===== src/rtl/count_generator_pkg.sv =====
// Shared definitions for the TX count generator: FSM encoding, statistics widths
// and the bit pattern used to corrupt an injected word.
package count_gen_pkg;

  typedef enum logic [1:0] {
    ST_IDLE  = 2'd0,
    ST_SYNC  = 2'd1,
    ST_BURST = 2'd2,
    ST_GAP   = 2'd3
  } gen_state_e;

  localparam int WORDS_W = 32;
  localparam int ERR_W   = 8;

  // Only bit 0 is flipped so the far-end checker sees a single-bit error
  localparam logic [31:0] INJECT_MASK = 32'h1;

endpackage


===== src/rtl/count_generator_if.sv =====
// Word stream towards the LiteFast TX: data, valid and the IP's ready back-pressure.
interface count_generator_if #(
  parameter int DATA_W = 32
) ();

  logic [DATA_W-1:0] data;
  logic              usr_data_valid;
  logic              tx_ready;

  modport master (output data, output usr_data_valid, input tx_ready);
  modport slave  (input data, input usr_data_valid, output tx_ready);

endinterface


===== src/rtl/count_generator_sat_counter.sv =====
// Statistics counter that sticks at all-ones; clear takes priority over increment.
module sat_counter #(
  parameter int W = 8
) (
  input  logic         clk_i,
  input  logic         reset_i,
  input  logic         clear_i,
  input  logic         inc_i,
  output logic [W-1:0] count_o
);

  always_ff @(posedge clk_i or posedge reset_i) begin
    if (reset_i) begin
      count_o <= '0;
    end else if (clear_i) begin
      count_o <= '0;
    end else if (inc_i && (count_o != '1)) begin
      count_o <= count_o + W'(1);
    end
  end

endmodule


===== src/rtl/count_generator.sv =====
// Bursty incrementing-word generator for the LiteFast TX, with link-sync wait,
// idle gaps between bursts and single-word error injection.
module count_generator
  import count_gen_pkg::*;
#(
  parameter int                DATA_W      = 32,
  parameter logic [DATA_W-1:0] SEED        = '0,
  parameter int                BURST_LEN   = 256,
  parameter int                GAP_LEN     = 4,
  parameter int                SYNC_CYCLES = 16
) (
  input  logic               clk_i,
  input  logic               reset_i,
  input  logic               start_i,
  input  logic               inject_err_i,
  input  logic               clear_i,
  count_generator_if.master  tx,
  output logic [WORDS_W-1:0] words_sent_o,
  output logic [ERR_W-1:0]   err_count_o,
  output logic               busy_o
);

  gen_state_e        state_q, state_d;
  logic [DATA_W-1:0] count_q, count_d;
  logic [DATA_W-1:0] data_q, data_d;
  logic              valid_q, valid_d;
  logic              armed_q, armed_d;
  logic              bad_q, bad_d;
  logic              busy_q, busy_d;
  logic [31:0]       sync_q, sync_d;
  logic [31:0]       burst_q, burst_d;
  logic [31:0]       gap_q, gap_d;

  logic              accept;
  logic              load;
  logic              corrupt;
  logic [DATA_W-1:0] load_val;

  assign accept = valid_q & tx.tx_ready;

  // Next-state logic; "load" marks cycles where a fresh word is presented and
  // is the single point where a pending injection gets applied.
  always_comb begin
    state_d  = state_q;
    count_d  = count_q;
    data_d   = data_q;
    valid_d  = valid_q;
    armed_d  = armed_q;
    bad_d    = bad_q;
    sync_d   = sync_q;
    burst_d  = burst_q;
    gap_d    = gap_q;
    load     = 1'b0;
    load_val = count_q;
    corrupt  = 1'b0;

    if (!armed_q && inject_err_i) armed_d = 1'b1;
    if (accept && bad_q) begin
      armed_d = 1'b0;
      bad_d   = 1'b0;
    end

    case (state_q)
      ST_IDLE: begin
        if (start_i) begin
          state_d = ST_SYNC;
          sync_d  = '0;
        end
      end
      ST_SYNC: begin
        if (sync_q == SYNC_CYCLES) begin
          state_d  = ST_BURST;
          burst_d  = '0;
          load     = 1'b1;
          load_val = count_q;
        end else if (tx.tx_ready) begin
          sync_d = sync_q + 32'd1;
        end else begin
          sync_d = '0;
        end
      end
      ST_BURST: begin
        if (accept) begin
          count_d = count_q + DATA_W'(1);
          if (burst_q == BURST_LEN - 1) begin
            burst_d = '0;
            if (GAP_LEN == 0) begin
              load     = 1'b1;
              load_val = count_q + DATA_W'(1);
            end else begin
              state_d = ST_GAP;
              gap_d   = '0;
              valid_d = 1'b0;
            end
          end else begin
            burst_d  = burst_q + 32'd1;
            load     = 1'b1;
            load_val = count_q + DATA_W'(1);
          end
        end
      end
      ST_GAP: begin
        if (gap_q + 32'd1 == GAP_LEN) begin
          state_d  = ST_BURST;
          load     = 1'b1;
          load_val = count_q;
        end else begin
          gap_d = gap_q + 32'd1;
        end
      end
      default: state_d = ST_IDLE;
    endcase

    if (load) begin
      corrupt = armed_d && !bad_d;
      valid_d = 1'b1;
      bad_d   = corrupt;
      data_d  = corrupt ? (load_val ^ DATA_W'(INJECT_MASK)) : load_val;
    end

    // Dropping start abandons everything except the statistics
    if (!start_i) begin
      state_d = ST_IDLE;
      valid_d = 1'b0;
      data_d  = '0;
      count_d = SEED;
      armed_d = 1'b0;
      bad_d   = 1'b0;
      sync_d  = '0;
      burst_d = '0;
      gap_d   = '0;
    end

    busy_d = (state_d != ST_IDLE);
  end

  always_ff @(posedge clk_i or posedge reset_i) begin
    if (reset_i) begin
      state_q <= ST_IDLE;
      count_q <= SEED;
      data_q  <= '0;
      valid_q <= 1'b0;
      armed_q <= 1'b0;
      bad_q   <= 1'b0;
      busy_q  <= 1'b0;
      sync_q  <= '0;
      burst_q <= '0;
      gap_q   <= '0;
    end else begin
      state_q <= state_d;
      count_q <= count_d;
      data_q  <= data_d;
      valid_q <= valid_d;
      armed_q <= armed_d;
      bad_q   <= bad_d;
      busy_q  <= busy_d;
      sync_q  <= sync_d;
      burst_q <= burst_d;
      gap_q   <= gap_d;
    end
  end

  assign tx.data           = data_q;
  assign tx.usr_data_valid = valid_q;
  assign busy_o            = busy_q;

  sat_counter #(.W(WORDS_W)) u_words_sent (
    .clk_i   (clk_i),
    .reset_i (reset_i),
    .clear_i (clear_i),
    .inc_i   (accept),
    .count_o (words_sent_o)
  );

  sat_counter #(.W(ERR_W)) u_err_count (
    .clk_i   (clk_i),
    .reset_i (reset_i),
    .clear_i (clear_i),
    .inc_i   (accept && bad_q),
    .count_o (err_count_o)
  );

endmodule


===== src/flat_wrapper.sv =====
// flat-port wrapper written by rule: the top's interface ports become plain ports
module count_generator_flat import count_gen_pkg::*;
#(
  parameter int                DATA_W      = 32,
  parameter logic [DATA_W-1:0] SEED        = '0,
  parameter int                BURST_LEN   = 256,
  parameter int                GAP_LEN     = 4,
  parameter int                SYNC_CYCLES = 16
)
  (clk_i, reset_i, start_i, inject_err_i, clear_i, words_sent_o, err_count_o, busy_o, tx_data, tx_usr_data_valid, tx_tx_ready);
  count_generator_if #(.DATA_W(DATA_W)) tx_i ();
  input  logic clk_i;
  input  logic reset_i;
  input  logic start_i;
  input  logic inject_err_i;
  input  logic clear_i;
  output logic [WORDS_W-1:0] words_sent_o;
  output logic [ERR_W-1:0] err_count_o;
  output logic busy_o;
  output wire logic [$bits(tx_i.data)-1:0] tx_data;
  output wire logic [$bits(tx_i.usr_data_valid)-1:0] tx_usr_data_valid;
  input wire logic [$bits(tx_i.tx_ready)-1:0] tx_tx_ready;
  assign tx_data = tx_i.data;
  assign tx_usr_data_valid = tx_i.usr_data_valid;
  assign tx_i.tx_ready = tx_tx_ready;
  count_generator #(.DATA_W(DATA_W), .SEED(SEED), .BURST_LEN(BURST_LEN), .GAP_LEN(GAP_LEN), .SYNC_CYCLES(SYNC_CYCLES)) u_core (.clk_i(clk_i), .reset_i(reset_i), .start_i(start_i), .inject_err_i(inject_err_i), .clear_i(clear_i), .tx(tx_i), .words_sent_o(words_sent_o), .err_count_o(err_count_o), .busy_o(busy_o));
endmodule

===== config.mk =====
export PLATFORM = sky130hd
export DESIGN_NAME = count_generator_flat
export DESIGN_NICKNAME = d
export VERILOG_FILES = /design/src/rtl/count_generator_pkg.sv /design/src/rtl/count_generator_if.sv /design/src/rtl/count_generator_sat_counter.sv /design/src/rtl/count_generator.sv /design/src/flat_wrapper.sv
export SDC_FILE = /design/constraint.sdc
export NUM_CORES = 1
export LEC_CHECK = 0
export BUFFER_PORTS_ARGS = -buffer_cell sky130_fd_sc_hd__buf_2
export CORE_UTILIZATION = 61
export DETAILED_ROUTE_END_ITERATION = 12
export GPL_TIMING_DRIVEN = 0
export PLACE_DENSITY = 0.8
export RECOVER_POWER = 100
export SETUP_SLACK_MARGIN = 0.5
export SYNTH_ARGS = -nofsm -noshare
export SYNTH_HDL_FRONTEND = slang
export SYNTH_SLANG_ARGS = --single-unit

===== constraint.sdc =====
create_clock -name clk_i -period 10.7 [get_ports clk_i]
set_input_delay 3.21 -clock clk_i [delete_from_list [all_inputs] [get_ports clk_i]]
set_output_delay 3.21 -clock clk_i [all_outputs]
set_load 0.05 [all_outputs]

==> summary.txt, run 1 <==
Logic synthesis
  – EDFF count, synth: 0
  – Synth async-reset ratio: 1.000
  – Average cell area after synthesis: 8.863 um2
  – Register area share after synthesis: 0.4436
  – Gate Count Post-Synth: 1,311
  – Prevailing post-synth register cell: dfrtp_1
  – Seq cells post-synth: 206
  – Warning count from the yosys run: 0
  – Yosys cell types: 72
  – Mapped Area: 0.01162 mm2
  – Synthesized Nets: 1,325

Setup path
  – Worst reg-to-reg path cell count: 10
  – Arrival @ worst endpoint: 6.57 ns
  – R2r endpoint: u_core.tx.data[0]$_DFFE_PP0P_
  – WP data required: approximately 11 ns
  – CP Capture Type: register
  – R2r startpoint: u_core.gap_q[0]$_DFFE_PP0P_
  – Crit path to: u_core.tx.data[0]$_DFFE_PP0P_
  – Setup CP Type: in2reg
  – Startpoint types: input port
  – R2R Setup Slk: 6.25 ns
  – CP startpoint: tx_tx_ready
  – Max FO, Critical Path: 10

Final layout
  – Most frequent cells in the layout: dfrtp_1 (206), nor2_1 (157), clkbuf_1 (139)
  – Area grow syn2layout: 12.30%
  – Nets: 1,428
  – Fillers: 1,506
  – Post-route cell area: 0.01305 mm2
  – Non-Filler Instances: 1,664
  – Multi-input logic area: ~0.0060 mm2
  – Register Area: 0.005155 mm2
  – Share of cells above drive strength 1: 0.05664
  – Commonest non-fill, non-tap cell in the layout: dfrtp_1
  – Diode count: 0

Placed design
  – Placed Cells: 1,624
  – GP Congestion: 0.9488
  – Port buffer count: between 70 and 80
  – Post-detail-place hpwl: 19,790 um
  – Placed Area: approximately 0.012 mm2

CTS
  – CTS tree: built
  – Clock buffer count from CTS: 22
  – Worst-path clk slew: 0.06 ns
  – Post-CTS Resized: 0
  – Worst-skew pair later-pin latency: 0.51 ns
  – Worst-case clock buffer depth: 3
  – Hold-fix buffers at CTS: 0
  – Clock Tree Root: clkbuf_16
  – Buffers inserted by post-CTS timing repair: 0
  – H-tree depth: 1
  – Clock Sinks: 206

Power
  – Clk pwr share: 0.516
  – Sequential Power Share: 0.460
  – NetSw: 352.8 uW
  – Internal: 1344 uW
  – Max VDD drop: roughly 110 uV
  – Comb pwr share: 0.024
  – Leakage power: 0.005155 uW
  – Power Dens Cells: about 130 mW/mm2
  – Switching share of power: 0.2079

Floorplanning
  – Die height: 140.0 um
  – Starting Density: 0.6212
  – IO Pins: 80
  – DIE AREA: between 0.015 and 0.02 mm2
  – Core area: approximately 0.019 mm2
  – Die Wd: 140.0 um
  – # rows: 50

Global routing
  – Vias in the first global route: 9,544
  – Total global routing track utilization: 0.2969
  – Largest net degree at the start of global routing: 131
  – Initial antenna violation count: 0
  – GRT overflow: 0
  – Global-route wire length before repair: 47,800 um

Status
  – Failing checks: capacitance limit, slew limit
  – Status: finished with violations

Routing
  – M1 wire length: 13,120 um
  – Met2 WL post-DR: 13,210 um
  – DRT Pass-1 Iters: 5
  – DRT iter0 DRCs: 866
  – DRC violation count after routing: 0
  – Top Layer Used: met4
  – Via Count: slightly above 10,000
  – Detailed Route WL: between 20,000 and 30,000 um
  – Avg Vias per Cell: 6.180
  – Wire per inst: 17.17 um
  – Post-DRT Antenna Nets: 0
  – Routed wire length on met3: 1712 um

Timing
  – Min Tclk post-route: 6.215 ns
  – # setup viols final: 0
  – Worst slew pin tran: 3.354 ns
  – Setup TNS: 0 ns
  – Unrepaired setup endpoints after global routing: false
  – Final hold viol count: 0
  – Peak Freq: about 160 MHz
  – Clock Skew: between 0.009 and 0.01 ns
  – Fin Hold WS: ~0.5 ns
  – Tcrit/Tclk final: 0.5808
  – Max_slew headroom: -1.248
  – Final max-slew violation count: 77

Min path
  – Hold WC Path Type: reg2reg

Flow run
  – Maxcap violations: 1
[area by class of cell]
cell class,count,share of cell area
plain buffers,80,0.02608
multi-input cells,999,0.4600
well taps,234,0.02244
clock buffers,29,0.04813
flip-flops and latches,206,0.3951
repair buffers,79,0.02474
clock inverters,11,0.01601
inverters,26,0.007575
[power groups by stage]
| stage | Sequential (uW) | Combinational (uW) | Clock, uW |
|---|---|---|---|
| after global routing | 780 | 47.3 | 910 |
| final | 780 | 41.5 | 875 |
| after floorplan | 795 | 26.7 | 0 |
| after global placement | 795 | 40.6 | 0 |
| after detailed placement | 795 | 42.5 | 0 |
| after CTS | 780 | 42.7 | 884 |
[worst min path at each step]
| stage | from | end | depth (start not counted) |
|---|---|---|---|
| after floorplan | u_core.burst_q[7]$_DFFE_PP0P_ | u_core.burst_q[7]$_DFFE_PP0P_ | 1 |
| after global placement | u_core.burst_q[7]$_DFFE_PP0P_ | u_core.burst_q[7]$_DFFE_PP0P_ | 1 |
| after detailed placement | u_core.burst_q[7]$_DFFE_PP0P_ | u_core.burst_q[7]$_DFFE_PP0P_ | 1 |
| after CTS | u_core.burst_q[7]$_DFFE_PP0P_ | u_core.burst_q[7]$_DFFE_PP0P_ | 1 |
| after global routing | u_core.burst_q[7]$_DFFE_PP0P_ | u_core.burst_q[7]$_DFFE_PP0P_ | 1 |
| final | u_core.burst_q[7]$_DFFE_PP0P_ | u_core.burst_q[7]$_DFFE_PP0P_ | 1 |
[worst max-delay path: stages]
cell and delay [ns]:
clkbuf_1 0.17, and2_0 0.44, and2_0 0.20, clkbuf_1 0.40, o31a_1 0.41, or2_2 0.19
clkbuf_1 0.39, or2_1 0.17, clkbuf_1 0.40, clkbuf_1 0.44, a211oi_1 0.14
[per-layer routing]
layer	up-vias	GRT usage
met5	-	0
met4	0	0.08213
met3	46	0.04239
met2	317	0.4713
met1	5011	0.4271
li1	4910	-
[through the flow]
step,util,power (uW),setup WS [ns]
after floorplan,-,822.2,1.866
after global placement,0.6577,835.7,-0.4570
after detailed placement,0.6596,837.1,4.554
after CTS,0.7043,1707,5.052
after global routing,0.6976,1737,4.281
final,0.6976,1697,4.485
[cells in the mapped netlist, drive strengths merged, types with 4 or more instances]
cell type	number	area share
a2111oi	5	0.0038
a211oi	33	0.021
a21oi	36	0.016
a311oi	9	0.0068
a31o	5	0.0038
a31oi	12	0.0065
and2	12	0.0065
and3	34	0.018
and4	16	0.012
buf	26	0.013
clkbuf	54	0.017
dfrtp	206	0.44
ha	8	0.0086
inv	24	0.0078
mux2i	4	0.0034
nand2	123	0.040
nand2b	14	0.0075
nand3	65	0.028
nand4	51	0.031
nor2	158	0.051
nor2b	11	0.0059
nor3	61	0.027
nor3b	4	0.0026
nor4	35	0.022
o211ai	4	0.0026
o21ai	75	0.032
o31a	4	0.0030
o31ai	10	0.0065
or2	7	0.0038
or3	32	0.017
or4	5	0.0036
xnor2	55	0.041
xor2	74	0.056
[flip-flops by register name, indices dropped and copies added (netlist names)]
| signal | cells |
|---|---|
| u_core.armed_q | 1 |
| u_core.bad_q | 1 |
| u_core.burst_q | 32 |
| u_core.busy_o | 1 |
| u_core.count_q | 32 |
| u_core.gap_q | 32 |
| u_core.state_q | 2 |
| u_core.sync_q | 32 |
| u_core.tx.data | 32 |
| u_core.tx.usr_data_valid | 1 |
| u_core.u_err_count.count_o | 8 |
| u_core.u_words_sent.count_o | 32 |
[cells by family after synthesis]
kind of cell    count (synthesis)  synth area share
compound gates                215            0.1175
xor+xnor                      129           0.09723
fa+ha+maj                       8          0.008615
buf+inv                       106           0.03930
flops                         206            0.4436
mux                             4          0.003446
simple gates                  643            0.2903
(Power assumes the default switching activity.)
==> inputs of run 2 (changes only) <==
--- a/config.mk
+++ b/config.mk
@@ -6,10 +6,10 @@
 export NUM_CORES = 1
 export LEC_CHECK = 0
 export BUFFER_PORTS_ARGS = -buffer_cell sky130_fd_sc_hd__buf_2
-export CORE_UTILIZATION = 61
+export CORE_UTILIZATION = 55
 export DETAILED_ROUTE_END_ITERATION = 12
 export GPL_TIMING_DRIVEN = 0
-export PLACE_DENSITY = 0.8
+export PLACE_DENSITY = 0.76
 export RECOVER_POWER = 100
 export SETUP_SLACK_MARGIN = 0.5
 export SYNTH_ARGS = -nofsm -noshare
==> constraint.sdc (replaced) <==
create_clock -name clk_i -period 5.3 [get_ports clk_i]
set_input_delay 1.59 -clock clk_i [delete_from_list [all_inputs] [get_ports clk_i]]
set_output_delay 1.59 -clock clk_i [all_outputs]
set_load 0.05 [all_outputs]
==> summary.txt, run 2 (synthesis gave the netlist of run 1 again) <==
Status
  – Status: finished with violations (unchanged)
  – Failing checks: capacitance limit, slew limit (unchanged)

Timing
  – Tcrit/Tclk final: 0.8245
  – # setup viols final: 0 (unchanged)
  – Peak Freq: between 200 and 250 MHz
  – Clock Skew: 0.01874 ns (was 0.009234 ns)
  – Worst slew pin tran: 1.970 ns (was 3.354 ns)
  – Final worst slack: 0.9304 ns (was 4.485 ns)
  – Final max-slew violation count: 68 (was 77)
  – Unrepaired setup endpoints after global routing: false (unchanged)
  – Min Tclk post-route: roughly 4.4 ns
  – Final hold viol count: 0 (unchanged)
  – Setup TNS: 0 ns (unchanged)
  – Max_slew headroom: -0.3135 (was -1.248)

Power
  – Leakage power: 0.005180 uW (was 0.005155 uW)
  – Power Dens Cells: 253.1 mW/mm2 (was 130.1 mW/mm2)
  – Max VDD drop: 193.5 uV (was 108.1 uV)

Placed design
  – Placed Cells: 1,665 (was 1,624)
  – Post-detail-place hpwl: 20,780 um (was 19,790 um)
  – GP Congestion: 0.9488 (unchanged)
  – Port buffer count: 78 (unchanged)
  – Place WS: 0.7389 ns (was 4.554 ns)

CTS
  – Worst-path clk slew: 0.06 ns (about the same)
  – Clock Sinks: 206 (unchanged)
  – Worst-skew pair later-pin latency: 0.53 ns (was 0.51 ns)
  – H-tree depth: 1 (unchanged)
  – Post-CTS Resized: 0 (unchanged)
  – Worst-case clock buffer depth: 3 (unchanged)
  – CTS tree: built (unchanged)
  – Clock buffer count from CTS: 24 (was 22)
  – Clock Tree Root: clkbuf_16 (unchanged)
  – Hold-fix buffers at CTS: 0 (unchanged)
  – Buffers inserted by post-CTS timing repair: 0 (unchanged)

Setup path
  – R2R Setup Slk: 0.93 ns (was 6.25 ns)
  – CP max stage delay: 0.66 ns (was 0.44 ns)
  – Crit path buf inv count: 4 (was 5)
  – WP depth: 12 (was 11)
  – R2r startpoint: u_core.gap_q[3]$_DFFE_PP0P_ (was u_core.gap_q[0]$_DFFE_PP0P_)
  – Setup CP Type: reg2reg (was in2reg)
  – Max FO, Critical Path: 10 (unchanged)
  – Crit-path slowest cell: nor4_1 (was and2_0)
  – Startpoint types: register (was input port)
  – WP data required: 5.69 ns (was 11.06 ns)
  – Worst-path cell chain: clkbuf_1 > and4_1 > buf_2 > nand4_1 > nor4_1 > mux2i_1 > o2111ai_1 > nor4b_4 > or2_1 > clkbuf_1 > buf_4 > a211oi_1 (was clkbuf_1 > and2_0 > and2_0 > clkbuf_1 > o31a_1 > or2_2 > clkbuf_1 > or2_1 > clkbuf_1 > clkbuf_1 > a211oi_1)
  – Most common cell on crit path: clkbuf_1 (unchanged)
  – CP Capture Type: register (unchanged)
  – CP top delay family: simple AND/OR/NAND/NOR gates (was buffers and inverters)
  – Arrival @ worst endpoint: 4.75 ns (was 6.57 ns)
  – R2r endpoint: u_core.tx.data[16]$_DFFE_PP0P_ (was u_core.tx.data[0]$_DFFE_PP0P_)
  – Worst reg-to-reg path cell count: 12 (was 10)

Final layout
  – Commonest non-fill, non-tap cell in the layout: dfrtp_1 (unchanged)
  – Nets: 1,435 (was 1,428)
  – Diode count: 0 (unchanged)
  – Non-Filler Instances: 1,709 (was 1,664)
  – Multi-input logic area: 0.005988 mm2 (was 0.006002 mm2)
  – Area grow syn2layout: 12.93% (was 12.30%)
  – Share of cells above drive strength 1: 0.06115 (was 0.05664)
  – Register Area: 0.005155 mm2 (unchanged)
  – Fillers: 1,742 (was 1,506)
  – Most frequent cells in the layout: dfrtp_1 (206), nor2_1 (158), clkbuf_1 (139) (was dfrtp_1 (206), nor2_1 (157), clkbuf_1 (139))
  – Core Util, Final: 0.6403 (was 0.6976)

Min path
  – Hold WC Path Type: reg2reg (unchanged)
  – Hold wc startpoint: u_core.burst_q[7]$_DFFE_PP0P_ (unchanged)
  – Worst Hold Endpoint: u_core.burst_q[7]$_DFFE_PP0P_ (unchanged)
  – WHS Path Cells: 1 (unchanged)

Routing
  – Via Count: 10,280 (about the same)
  – DRT iter0 DRCs: 736 (was 866)
  – DRT Pass-1 Iters: 5 (unchanged)
  – Wire per inst: 17.12 um (was 17.17 um)
  – Detailed Route WL: 29,250 um (was 28,560 um)
  – Avg Vias per Cell: 6.016 (was 6.180)
  – DRC violation count after routing: 0 (unchanged)
  – Post-DRT Antenna Nets: 0 (unchanged)

Floorplanning
  – DIE AREA: 0.02171 mm2 (was 0.01961 mm2)
  – # rows: 52 (was 50)
  – Die Wd: 147.4 um (was 140.0 um)
  – Die height: 147.4 um (was 140.0 um)
  – Starting Density: 0.5670 (was 0.6212)
  – IO Pins: 80 (unchanged)
  – Core area: 0.02049 mm2 (was 0.01871 mm2)

Flow run
  – Maxcap violations: 2 (was 1)

Global routing
  – Largest net degree at the start of global routing: 39 (was 131)
  – Global-route wire length before repair: 49,530 um (was 47,800 um)
  – Total global routing track utilization: 0.2775 (was 0.2969)
  – GRT overflow: 0 (unchanged)
  – Initial antenna violation count: 0 (unchanged)
  – Vias in the first global route: 10,080 (was 9,544)
[run 2: changes by cell type in the layout (fill, tap and decap cells not counted), sizes merged]
cell / before / now
clkinvlp: 1 / 2
bufinv: 6 / 1
clkbuf: 165 / 171
clkinv: 7 / 9
buf: 23 / 28
[run 2: per-layer routing]
metal / global-route usage / wire length [um] / vias up / share of wire
li1: - / - / 4912 / -
met4: 0.1000 / 812 / 0 / 0.028
met2: 0.4519 / 13770 / 318 / 0.47
met1: 0.3813 / 12980 / 4990 / 0.44
met5: 0 / 0 / - / 0
met3: 0.03540 / 1691 / 62 / 0.058
[run 2: layout make-up]
| class | count | area share |
|---|---|---|
| clock buffer | 35 | 0.05502 |
| inverter | 26 | 0.007532 |
| buffer | 80 | 0.02698 |
| sequential | 206 | 0.3928 |
| clock inverter | 9 | 0.006388 |
| timing repair buffer | 84 | 0.02918 |
| tap | 270 | 0.02574 |
| multi-input combinational | 999 | 0.4563 |
[run 2: report_power, final]
part	switching (uW)	internal (uW)	total [uW]	leakage [uW]
combinational	73.4	17.0	90.4	0.00191
sequential	1.48	1570	1580	0.00287
clock	662	993	1650	0.000401
total	737	2580	3320	0.00518
[run 2: how the worst max path moves through the flow]
| stage | end | slack (ns) | from |
|---|---|---|---|
| floorplan | u_core.armed_q$_DFF_PP0_ | 1.04 | reset_i |
| global placement | u_core.tx.data[12]$_DFFE_PP0P_ | -0.24 | reset_i |
| CTS | u_core.tx.data[16]$_DFFE_PP0P_ | 1.27 | tx_tx_ready |
| global route | u_core.gap_q[30]$_DFFE_PP0P_ | 0.66 | u_core.gap_q[3]$_DFFE_PP0P_ |
| detailed placement | u_core.tx.data[16]$_DFFE_PP0P_ | 0.74 | tx_tx_ready |
| finish | u_core.tx.data[16]$_DFFE_PP0P_ | 0.93 | u_core.gap_q[3]$_DFFE_PP0P_ |
[run 2: metrics by stage]
stage / area [um2] / hold WS [ns] / power (uW)
2_1_floorplan: 11620 / 0.4627 / 1660
3_3_place_gp: 12350 / 0.4864 / 1688
3_5_place_dp: 12470 / 0.4926 / 1700
4_1_cts: 13280 / 0.4993 / 3351
5_1_grt: 13120 / 0.5519 / 3423
6_report: 13120 / 0.5147 / 3322
==> inputs of run 3 (changes only) <==
--- a/config.mk
+++ b/config.mk
@@ -5,11 +5,12 @@
 export SDC_FILE = /design/constraint.sdc
 export NUM_CORES = 1
 export LEC_CHECK = 0
+export ABC_AREA = 1
 export BUFFER_PORTS_ARGS = -buffer_cell sky130_fd_sc_hd__buf_2
-export CORE_UTILIZATION = 55
+export CORE_UTILIZATION = 56
 export DETAILED_ROUTE_END_ITERATION = 12
 export GPL_TIMING_DRIVEN = 0
-export PLACE_DENSITY = 0.76
+export PLACE_DENSITY = 0.77
 export RECOVER_POWER = 100
 export SETUP_SLACK_MARGIN = 0.5
 export SYNTH_ARGS = -nofsm -noshare
==> constraint.sdc (replaced) <==
create_clock -name clk_i -period 3.8 [get_ports clk_i]
set_input_delay 1.14 -clock clk_i [delete_from_list [all_inputs] [get_ports clk_i]]
set_output_delay 1.14 -clock clk_i [all_outputs]
set_load 0.05 [all_outputs]
==> summary.txt, run 3 <==
CTS
  – Buffers inserted by post-CTS timing repair: 0 (unchanged)
  – Worst-path clk slew: 0.06 ns (about the same)
  – Hold-fix buffers at CTS: 0 (unchanged)
  – Clock Tree Root: clkbuf_16 (unchanged)
  – Worst-skew pair later-pin latency: 0.54 ns (was 0.53 ns)
  – H-tree depth: 1 (unchanged)
  – Clock Sinks: 206 (unchanged)
  – Worst-case clock buffer depth: 3 (unchanged)
  – Clock buffer count from CTS: 24 (unchanged)
  – Post-CTS Resized: 0 (unchanged)
  – CTS tree: built (unchanged)

Timing
  – Clock Skew: 0.03485 ns (was 0.01874 ns)
  – Worst slew pin tran: 1.277 ns (was 1.970 ns)
  – Final worst slack: 0.6540 ns (was 0.9304 ns)
  – Peak Freq: 317.9 MHz (was 228.9 MHz)
  – Tcrit/Tclk final: 0.8279 (was 0.8245)
  – # setup viols final: 0 (unchanged)
  – Min Tclk post-route: 3.146 ns (was 4.370 ns)
  – Final hold viol count: 0 (unchanged)
  – Max_slew headroom: 0.1440 (was -0.3135)
  – Final max-slew violation count: 0 (was 68)
  – Unrepaired setup endpoints after global routing: false (unchanged)

Logic synthesis
  – Prevailing post-synth register cell: dfrtp_1 (unchanged)
  – Post-Synth XOR/XNOR Area: 0.05241 (was 0.09723)
  – Count leader, synth: nand2_1 (was dfrtp_1)
  – Average cell area after synthesis: 7.044 um2 (was 8.863 um2)
  – Top area cells in the synthesized netlist: dfrtp_1 (41%), nand2_1 (16%), nor2_1 (6.0%) (was dfrtp_1 (44%), xor2_1 (5.6%), nor2_1 (5.1%))
  – EDFF count, synth: 0 (unchanged)
  – Top post-synthesis cells by count: nand2_1 (548), dfrtp_1 (206), nor2_1 (202), inv_1 (182), nand3_1 (113) (was dfrtp_1 (206), nor2_1 (157), nand2_1 (123), xor2_1 (74), o21ai_0 (72))
  – Mux contribution to synthesized area: 0 (was 0.003446)
  – Post-synth top area share: 0.4059 (was 0.4436)
  – Synth async-reset ratio: 1.000 (unchanged)
  – Post-synthesis adder-cell area fraction: 0.007882 (was 0.008614)
  – Synth Area in Compound Gates: 0.08463 (was 0.1175)
  – Register area share after synthesis: 0.4059 (was 0.4436)
  – Mapped Area: 0.01270 mm2 (was 0.01162 mm2)
  – Main combinational cell family by area after synthesis: simple AND/OR/NAND/NOR gates (unchanged)
  – Leading area contributor after synthesis: dfrtp_1 (unchanged)
  – Warning count from the yosys run: 0 (unchanged)
  – Synthesized Nets: 1,817 (was 1,325)
  – Yosys cell types: 41 (was 72)
  – Seq cells post-synth: 206 (unchanged)
  – Gate Count Post-Synth: 1,803 (was 1,311)
  – Simple-gate area share of the yosys netlist: 0.3722 (was 0.2903)

Final layout
  – Share of cells above drive strength 1: 0.04303 (was 0.06115)
  – Commonest non-fill, non-tap cell in the layout: nand2_1 (was dfrtp_1)
  – Area grow syn2layout: 12.07% (was 12.93%)
  – Non-Filler Instances: 2,209 (was 1,709)
  – Fillers: 2,032 (was 1,742)
  – Post-route cell area: 0.01423 mm2 (was 0.01312 mm2)
  – Most frequent cells in the layout: nand2_1 (550), dfrtp_1 (206), nor2_1 (205) (was dfrtp_1 (206), nor2_1 (158), clkbuf_1 (139))
  – Core Util, Final: 0.6462 (was 0.6403)
  – Nets: 1,925 (was 1,435)
  – Diode count: 0 (unchanged)

Power
  – NetSw: 1078 uW (was 737.0 uW)
  – Leakage power: 0.006086 uW (was 0.005180 uW)
  – Power Dens Cells: 340.6 mW/mm2 (was 253.1 mW/mm2)
  – Clk pwr share: 0.514 (was 0.498)
  – Max VDD drop: 352.8 uV (was 193.5 uV)
  – Sequential Power Share: 0.453 (was 0.475)
  – Internal: 3770 uW (was 2585 uW)
  – Switching share of power: 0.2225 (was 0.2219)
  – Comb pwr share: 0.032 (was 0.027)
  – Tot Pwr: 4848 uW (was 3322 uW)

Global routing
  – Initial antenna violation count: 0 (unchanged)
  – Vias in the first global route: 11,780 (was 10,080)
  – GRT overflow: 0 (unchanged)
  – Largest net degree at the start of global routing: 42 (was 39)
  – Total global routing track utilization: 0.2991 (was 0.2775)
  – Global-route wire length before repair: 57,570 um (was 49,530 um)

Setup path
  – Setup CP Type: reg2reg (unchanged)
  – CP Capture Type: register (unchanged)
  – WP data required: 4.22 ns (was 5.69 ns)
  – R2R Setup Slk: 0.65 ns (was 0.93 ns)
  – Arrival @ worst endpoint: 3.57 ns (was 4.75 ns)
  – Max FO, Critical Path: 9 (was 10)
  – Startpoint types: register (unchanged)

Routing
  – Wire per inst: 15.57 um (was 17.12 um)
  – Top Layer Used: met4 (unchanged)
  – DRT Pass-1 Iters: 8 (was 5)
  – DRT iter0 DRCs: 998 (was 736)
  – Detailed Route WL: 34,390 um (was 29,250 um)
  – Post-DRT Antenna Nets: 0 (unchanged)
  – Via Count: 12,470 (was 10,280)
  – M1 wire length: 15,790 um (was 12,980 um)
  – Met2 WL post-DR: 15,850 um (was 13,770 um)
  – Routed wire length on met3: 1941 um (was 1691 um)
  – DRC violation count after routing: 0 (unchanged)
  – Avg Vias per Cell: 5.645 (was 6.016)

Floorplanning
  – # rows: 54 (was 52)
  – DIE AREA: 0.02328 mm2 (was 0.02171 mm2)
  – Die Wd: 152.6 um (was 147.4 um)
  – Core area: 0.02203 mm2 (was 0.02049 mm2)
  – Starting Density: 0.5766 (was 0.5670)
  – IO Pins: 80 (unchanged)
  – Die height: 152.6 um (was 147.4 um)

Min path
  – Hold WC Path Type: reg2reg (unchanged)

Placed design
  – Port buffer count: 77 (was 78)
  – Placed Cells: 2,165 (was 1,665)
  – Post-detail-place hpwl: 25,500 um (was 20,780 um)
  – Placed Area: 0.01354 mm2 (was 0.01247 mm2)
  – Place WS: 0.5117 ns (was 0.7389 ns)
  – GP Congestion: 0.9594 (was 0.9488)

Status
  – Status: complete, no violations (was finished with violations)

Flow run
  – Maxcap violations: 0 (was 2)
-- run 3: final timing paths --
check,to,start,cells after the start
setup / recovery,u_core.burst_q[13]$_DFFE_PP0P_,u_core.sync_q[0]$_DFFE_PP0P_,11
hold / removal,u_core.gap_q[31]$_DFFE_PP0P_,u_core.gap_q[31]$_DFFE_PP0P_,2
setup reg to reg,u_core.burst_q[13]$_DFFE_PP0P_,u_core.sync_q[0]$_DFFE_PP0P_,11
hold reg to reg,u_core.gap_q[31]$_DFFE_PP0P_,u_core.gap_q[31]$_DFFE_PP0P_,2
max in group asynchronous,u_core.burst_q[21]$_DFFE_PP0P_,reset_i,5
min in group asynchronous,u_core.u_words_sent.count_o[0]$_DFFE_PP0P_,reset_i,2
-- run 3: worst max-delay path, stage by stage (launching register included) --
cell and delay (ns):
dfrtp_1 0.40, inv_1 0.15, ha_1 0.20, nand3_1 0.08, nor4_1 0.49, nand3_1 0.21, nand2_1 0.19, inv_1 0.17
nor2_1 0.61, inv_1 0.33, o21ai_0 0.17, nor2_1 0.07
-- run 3: layout make-up --
type,count,area (um2),share of cell area
multi-input combinational,1347,6534,0.4591
sequential,206,5155,0.3622
inverter,188,706.9,0.04967
clock buffer,33,694.4,0.04879
timing repair buffer,82,361.6,0.02541
tap,280,350.3,0.02462
buffer,62,264.0,0.01855
clock inverter,11,166.4,0.01169
-- run 3: power by group through the flow --
stage	registers, uW	logic, uW	clock network, uW
3_3_place_gp	2240	149	0
3_5_place_dp	2240	164	0
4_1_cts	2200	165	2520
2_1_floorplan	2240	96.6	0
5_1_grt	2200	176	2610
6_report	2200	156	2490
-- run 3: logic make-up after synthesis --
| kind of cell | Yosys count |
|---|---|
| flip-flops | 206 |
| AND/OR/NAND/NOR | 1072 |
| XOR/XNOR | 76 |
| AO/OA/AOI/OAI | 191 |
| buffers and inverters | 250 |
| adder cells (fa/ha/maj) | 8 |
-- run 3: routing by layer --
metal / global-route usage / up-vias
met2: 0.4845 / 354
li1: - / 6130
met5: 0 / -
met3: 0.03840 / 64
met1: 0.4205 / 5922
met4: 0.08706 / 0
-- run 3: metrics by stage --
stage	TNS (ns)	hold WS, ns
3_5_place_dp	0	0.4937
6_report	0	0.5046
3_3_place_gp	-271.50	0.4835
5_1_grt	0	0.5351
2_1_floorplan	-2.525	0.4551
4_1_cts	0	0.5087
